==> src/rtl/mem_access_unit.sv <==
// mem_access_unit: turns one pipeline load/store operation into a data-memory
// read or write transaction, waits for the memory's completion events with a
// cycle timeout, then returns a single result to the pipeline.
//
// Handshakes: a transfer on any valid/ready pair happens on the rising edge
// where both are high; valid never waits on ready, and a raised valid stays
// raised (with its payload stable) until that transfer happens.
//
// Optional feature: define MEM_ACCESS_ALIGN_CHECK_EN to reject operations whose
// address is not a multiple of the access size (resp_err = 2'b10, no memory
// request). Without it, misaligned addresses are passed to memory unchanged.
module mem_access_unit #(
    parameter int unsigned TIMEOUT_CYCLES = 64
) (
    input  logic        clk,
    input  logic        reset,
    input  logic        op_valid,
    output logic        op_ready,
    input  logic        op_is_store,
    input  logic        op_signed,
    input  logic [63:0] op_address,
    input  logic [1:0]  op_size,
    input  logic [63:0] op_wdata,
    output logic        resp_valid,
    input  logic        resp_ready,
    output logic [63:0] resp_data,
    output logic [1:0]  resp_err,
    output logic        read_request,
    output logic        write_request,
    input  logic        read_ready,
    input  logic        write_ready,
    input  logic        write_finished,
    output logic [63:0] address,
    output logic [1:0]  block_size,
    output logic [63:0] write_data,
    input  logic [63:0] read_data,
    output logic [2:0]  dbg_state_o
);

    typedef enum logic [2:0] {
        S_IDLE   = 3'd0,
        S_RD_REQ = 3'd1,
        S_WR_REQ = 3'd2,
        S_WR_FIN = 3'd3,
        S_RESP   = 3'd4
    } state_t;

    localparam logic [1:0] SZ_DOUBLE = 2'b11;
    localparam logic [1:0] SZ_WORD   = 2'b00;
    localparam logic [1:0] SZ_HALF   = 2'b01;
    localparam logic [1:0] SZ_BYTE   = 2'b10;

    localparam logic [1:0] ERR_OK       = 2'b00;
    localparam logic [1:0] ERR_TIMEOUT  = 2'b01;
    localparam logic [1:0] ERR_MISALIGN = 2'b10;

    // Last count value of a waiting state; reaching it without the event times out.
    localparam logic [15:0] TO_LAST = 16'(TIMEOUT_CYCLES - 32'd1);

    state_t      state_q, state_d;
    logic        signed_q, signed_d;
    logic [63:0] addr_q, addr_d;
    logic [1:0]  size_q, size_d;
    logic [63:0] wdata_q, wdata_d;
    logic [63:0] resp_data_q, resp_data_d;
    logic [1:0]  resp_err_q, resp_err_d;
    logic [15:0] cnt_q, cnt_d;
    logic        align_fault;

    // Keep only the bytes the store actually writes; upper bytes read as zero.
    function automatic logic [63:0] mask_wdata(input logic [63:0] d, input logic [1:0] sz);
        case (sz)
            SZ_BYTE: return {56'd0, d[7:0]};
            SZ_HALF: return {48'd0, d[15:0]};
            SZ_WORD: return {32'd0, d[31:0]};
            default: return d;
        endcase
    endfunction

    // Select the loaded bytes and extend them to 64 bits.
    function automatic logic [63:0] load_ext(input logic [63:0] rd, input logic [1:0] sz,
                                             input logic sgn);
        case (sz)
            SZ_BYTE: return sgn ? {{56{rd[7]}}, rd[7:0]}   : {56'd0, rd[7:0]};
            SZ_HALF: return sgn ? {{48{rd[15]}}, rd[15:0]} : {48'd0, rd[15:0]};
            SZ_WORD: return sgn ? {{32{rd[31]}}, rd[31:0]} : {32'd0, rd[31:0]};
            default: return rd;
        endcase
    endfunction

`ifdef MEM_ACCESS_ALIGN_CHECK_EN
    // Low address bits that must be zero for an access of the given size.
    function automatic logic [2:0] align_bits(input logic [1:0] sz);
        case (sz)
            SZ_BYTE: return 3'b000;
            SZ_HALF: return 3'b001;
            SZ_WORD: return 3'b011;
            default: return 3'b111;
        endcase
    endfunction

    assign align_fault = |(op_address[2:0] & align_bits(op_size));
`else
    assign align_fault = 1'b0;
`endif

    // State register and operation/result registers.
    always_ff @(posedge clk) begin
        if (reset) begin
            state_q     <= S_IDLE;
            signed_q    <= 1'b0;
            addr_q      <= 64'd0;
            size_q      <= 2'b00;
            wdata_q     <= 64'd0;
            resp_data_q <= 64'd0;
            resp_err_q  <= ERR_OK;
            cnt_q       <= 16'd0;
        end else begin
            state_q     <= state_d;
            signed_q    <= signed_d;
            addr_q      <= addr_d;
            size_q      <= size_d;
            wdata_q     <= wdata_d;
            resp_data_q <= resp_data_d;
            resp_err_q  <= resp_err_d;
            cnt_q       <= cnt_d;
        end
    end

    // Next-state logic: accept, wait for memory events with timeout, respond.
    always_comb begin
        state_d     = state_q;
        signed_d    = signed_q;
        addr_d      = addr_q;
        size_d      = size_q;
        wdata_d     = wdata_q;
        resp_data_d = resp_data_q;
        resp_err_d  = resp_err_q;
        cnt_d       = cnt_q;

        case (state_q)
            S_IDLE: begin
                if (op_valid) begin
                    signed_d    = op_signed;
                    addr_d      = op_address;
                    size_d      = op_size;
                    wdata_d     = mask_wdata(op_wdata, op_size);
                    resp_data_d = 64'd0;
                    resp_err_d  = ERR_OK;
                    cnt_d       = 16'd0;
                    if (align_fault) begin
                        resp_err_d = ERR_MISALIGN;
                        state_d    = S_RESP;
                    end else if (op_is_store) begin
                        state_d = S_WR_REQ;
                    end else begin
                        state_d = S_RD_REQ;
                    end
                end
            end

            S_RD_REQ: begin
                // The awaited event is checked before the timeout, so it wins a tie.
                if (read_ready) begin
                    resp_data_d = load_ext(read_data, size_q, signed_q);
                    state_d     = S_RESP;
                end else if (cnt_q == TO_LAST) begin
                    resp_err_d = ERR_TIMEOUT;
                    state_d    = S_RESP;
                end else begin
                    cnt_d = cnt_q + 16'd1;
                end
            end

            S_WR_REQ: begin
                if (write_ready) begin
                    cnt_d   = 16'd0;
                    state_d = S_WR_FIN;
                end else if (cnt_q == TO_LAST) begin
                    resp_err_d = ERR_TIMEOUT;
                    state_d    = S_RESP;
                end else begin
                    cnt_d = cnt_q + 16'd1;
                end
            end

            S_WR_FIN: begin
                if (write_finished) begin
                    state_d = S_RESP;
                end else if (cnt_q == TO_LAST) begin
                    resp_err_d = ERR_TIMEOUT;
                    state_d    = S_RESP;
                end else begin
                    cnt_d = cnt_q + 16'd1;
                end
            end

            S_RESP: begin
                if (resp_ready) begin
                    state_d = S_IDLE;
                end
            end

            default: begin
                state_d = S_IDLE;
            end
        endcase
    end

    // All memory and pipeline outputs derive from registered state only.
    assign op_ready      = (state_q == S_IDLE);
    assign read_request  = (state_q == S_RD_REQ);
    assign write_request = (state_q == S_WR_REQ);
    assign resp_valid    = (state_q == S_RESP);
    assign resp_data     = resp_data_q;
    assign resp_err      = resp_err_q;
    assign address       = (read_request || write_request) ? addr_q : 64'd0;
    assign block_size    = (read_request || write_request) ? size_q : 2'b00;
    assign write_data    = write_request ? wdata_q : 64'd0;
    assign dbg_state_o   = state_q;

endmodule

==> config.mk <==
export PLATFORM = sky130hd
export DESIGN_NAME = mem_access_unit
export DESIGN_NICKNAME = d
export VERILOG_FILES = /design/src/rtl/mem_access_unit.sv
export SDC_FILE = /design/constraint.sdc
export NUM_CORES = 1
export LEC_CHECK = 0
export ABC_CLOCK_PERIOD_IN_PS = 2130
export BUFFER_PORTS_ARGS = -buffer_cell sky130_fd_sc_hd__buf_2
export CAP_MARGIN = 30
export CELL_PAD_IN_SITES_DETAIL_PLACEMENT = 1
export CELL_PAD_IN_SITES_GLOBAL_PLACEMENT = 1
export CORE_MARGIN = 10
export CORE_UTILIZATION = 25
export CTS_BUF_LIST = sky130_fd_sc_hd__clkbuf_4
export CTS_CLUSTER_SIZE = 20
export DETAILED_ROUTE_END_ITERATION = 8
export GPL_ROUTABILITY_DRIVEN = 1
export PLACE_DENSITY_LB_ADDON = 0.25
export RECOVER_POWER = 25
export SLEW_MARGIN = 40
export SYNTH_ARGS = -nofsm -noshare
export SYNTH_HDL_FRONTEND = slang
export SYNTH_SLANG_ARGS = --single-unit
==> constraint.sdc <==
create_clock -name clk -period 2.13 [get_ports clk]
set_clock_uncertainty 0.1 [all_clocks]
set_input_delay 0.639 -clock clk [delete_from_list [all_inputs] [get_ports clk]]
set_output_delay 0.639 -clock clk [all_outputs]
set_load 0.005 [all_outputs]
==> metrics.txt <==
run status finished with violations; violations in the final reports setup timing; Worst Setup Path Type register to output port; initial DRC count 394; full die area 45100 µm²; post-layout util 43.8%; Initial Util 25.3%; crit end category output port; kind of cell adding the most delay to the critical path buffers and inverters; layout cell share with drive strength beyond 1 49.6%; post-detailed-route via-to-cell ratio 4.87; footprint of the flip-flops and latches 4320 µm²; clock group share of total power 34.2%; number of antenna violations at the first check in global routing 13; synthesized net count 1390; worst rel slew slack 63.8%; kind of launch point of the worst setup path register; Port-buffer cells 404; height of the die 212 µm; number of top-level pins 406; worst stage delay on the critical path 0.37 ns; share of the clock period used by the worst path after layout 129%; share of synthesized cell area in and, or, nand and nor gates 28.9%; pre-CTS WS -0.209 ns; Post-synth ARST share 0%; xor/xnor share of the synthesized area 0.189%; Final min period 2.74 ns; multiplexer share of the synthesized area 0.609%; core area 36500 µm²; final net count 1919; MaxCap Viol Count 0; routed vias 10819; synth top area cells dfxtp_1 (47%), a21oi_1 (11%), nand2_1 (11%); number of pins with negative max-slew slack in the final report 0; cell area after synthesis 9250 µm²; worst skew pair latency 0.72 ns; Synth top area share 46.5%; Die X 212 µm; unrepaired setup endpoints after global routing yes; sw frac 31.2%; Worst Path Required 1.39 ns; largest net degree at the start of global routing 86; fin worst setup slack -0.609 ns; post-synthesis sequential element count 215; slowest library cell on the worst path dfxtp_4; P per Cell Area 691 nW/µm²; static leakage power 6.71 nW; Post-Synth Adder-Cell Area 0.135%; maximum clock frequency 0.365 GHz; number of global-route vias before repair 10677; main combinational cell family by area after synthesis simple AND/OR/NAND/NOR gates; largest buffer count on any clock path 3; number of different library cells in the post-synthesis netlist 51; sequential group share of total power 39.2%; overall fraction of global-route tracks in use 17.8%; maximum VDD drop 0.303 mV; Tightest Hold Check Type input port to register; Remaining DRCs 0; Slew @ Worst Pin 0.543 ns; maximum level of the CTS H-tree 3; Net Switching 3.44 mW; top_reg_cell synth dfxtp_1; CTS tree done; post-CTS clock slew at the launch and capture registers of the worst setup and hold paths 0.07 ns; cell taking the most area after synthesis dfxtp_1; multi-input combinational cell area 5460 µm²; Total Routed Length 47.3 mm; Compound-Gate Fraction of Synth Area 18.6%; antenna viol nets, final 0; count of flip-flops with a built-in enable after synthesis 0; average routed wire per standard cell 21.3 µm; setup-violating endpoint count in the final report 272; critical path, cell by cell xnor2_4 > nor2_4 > buf_12 > clkbuf_16 > and2_4 > buf_6; cell count after synthesis 1186; clock root cell clkbuf_4; Post-Synthesis Mean Instance Area 7.80 µm²; Final Hold Viols 0; biggest fanout along the worst timing path 8; Layout area overhead 72.8%; total congestion overflow after global routing 0; routability congestion estimate from global placement 0.772; Cell Int Power 7.60 mW; cell types with the highest counts after synthesis nand2_1 (268), dfxtp_1 (215), a21oi_1 (205); TritonCTS Buffers 67; cell with the most instances after synthesis nand2_1; portion of the post-synthesis area used by sequential elements 46.5%; sink count of the clock tree 215; Reg2Reg Setup Slack -0.23 ns; buffer and inverter count on the worst path 3; critical path arrival 2.00 ns; number of iterations in the first detailed-routing pass 5; fill cell total of the finished layout 4311; first-pass GRT wire length 63.0 mm; row count 70; combinational group share of total power 26.6%; DP Wirelength 29.0 mm; number of synthesis warnings 0
## cell families (layout without fill, tap and decap cells)
| family | after synthesis | count (layout) |
|---|---|---|
| simple gates | 548 | 548 |
| compound gates | 298 | 298 |
| flops | 215 | 215 |
| buf+inv | 116 | 673 |
| mux | 5 | 5 |
| xor+xnor | 2 | 2 |
| fa+ha+maj | 1 | 1 |
| other cells | 1 | 12 |
## stage by stage
stage	power [mW]	std cells	TNS (ns)	hold slack (ns)	instance area, µm²
finish	11.0	2222	-91.54	0.0727	16000
CTS	10.3	2155	-89.09	0.000161	13700
global route	11.7	2220	-123.29	-0.0219	16000
detailed placement	6.12	2002	-2.12	0.341	12000
floorplan	5.25	1186	0	0.327	9260
global placement	6.09	2002	-1.50	0.333	12000
## timing repair
item | in CTS | in global routing
endpoints found under the setup margin | 138 | 272
hold endpoints to repair | 37 | 4
resized for setup | 71 | 354
pin swaps | 34 | 140
setup buffers | 13 | 30
hold buffers | 37 | 4
gates cloned | 7 | 26
## registers in the layout, indices dropped and copies added, names as in the netlist
name	count
size_q	2
wdata_q	64
dbg_state_o	3
addr_q	64
resp_err	1
signed_q	1
resp_data	64
cnt_q	16
## power by group through the flow
stage               registers (mW)  logic (mW)  clock network (mW)
floorplan                     4.38       0.870                   0
global placement              4.40        1.69                   0
detailed placement            4.40        1.71                   0
CTS                           4.32        2.07                3.92
global route                  4.35        3.15                4.16
finish                        4.33        2.94                3.77
## worst paths after layout
path	to	startpoint	cells past startpoint
worst max register to register	cnt_q[13]	dbg_state_o[1]	8
worst min register to register	resp_data[2]	resp_data[2]	2
worst max-delay path	block_size[0]	dbg_state_o[1]	6
worst min-delay path	wdata_q[45]	op_wdata[45]	3
## cells in the final DEF, fill, tap and decap left out, types with 25 or more instances in the layout
master	count
buf_2	309
nand3_1	34
a21oi_2	52
nand2_1	246
a21oi_1	153
buf_12	25
buf_4	45
dfxtp_1	212
and2_4	88
dlygate4sd3_1	41
clkbuf_4	92
buf_6	115
and2_1	60
o221ai_1	31
## final cells by class
cell class | count | share of cell area [%]
flip-flops and latches | 215 | 27.0
multi-input cells | 855 | 34.1
clock buffers | 91 | 4.27
clock inverters | 6 | 0.149
inverters | 6 | 0.188
diodes | 11 | 0.172
well taps | 468 | 3.66
repair buffers | 570 | 30.4
## layer usage
metal,routed length [µm],global-route usage (%),vias up
met5,61,0,-
met4,859,5.61,10
met3,4190,7.91,72
met2,23200,28.9,357
met1,19000,20.5,5242
li1,-,-,5138
## tightest hold or removal path, cell delays in order
cell and delay [ns]:
buf_2 0.11, nand3_4 0.05, a21oi_2 0.04
Note: power is estimated with default switching activity, not from simulation.
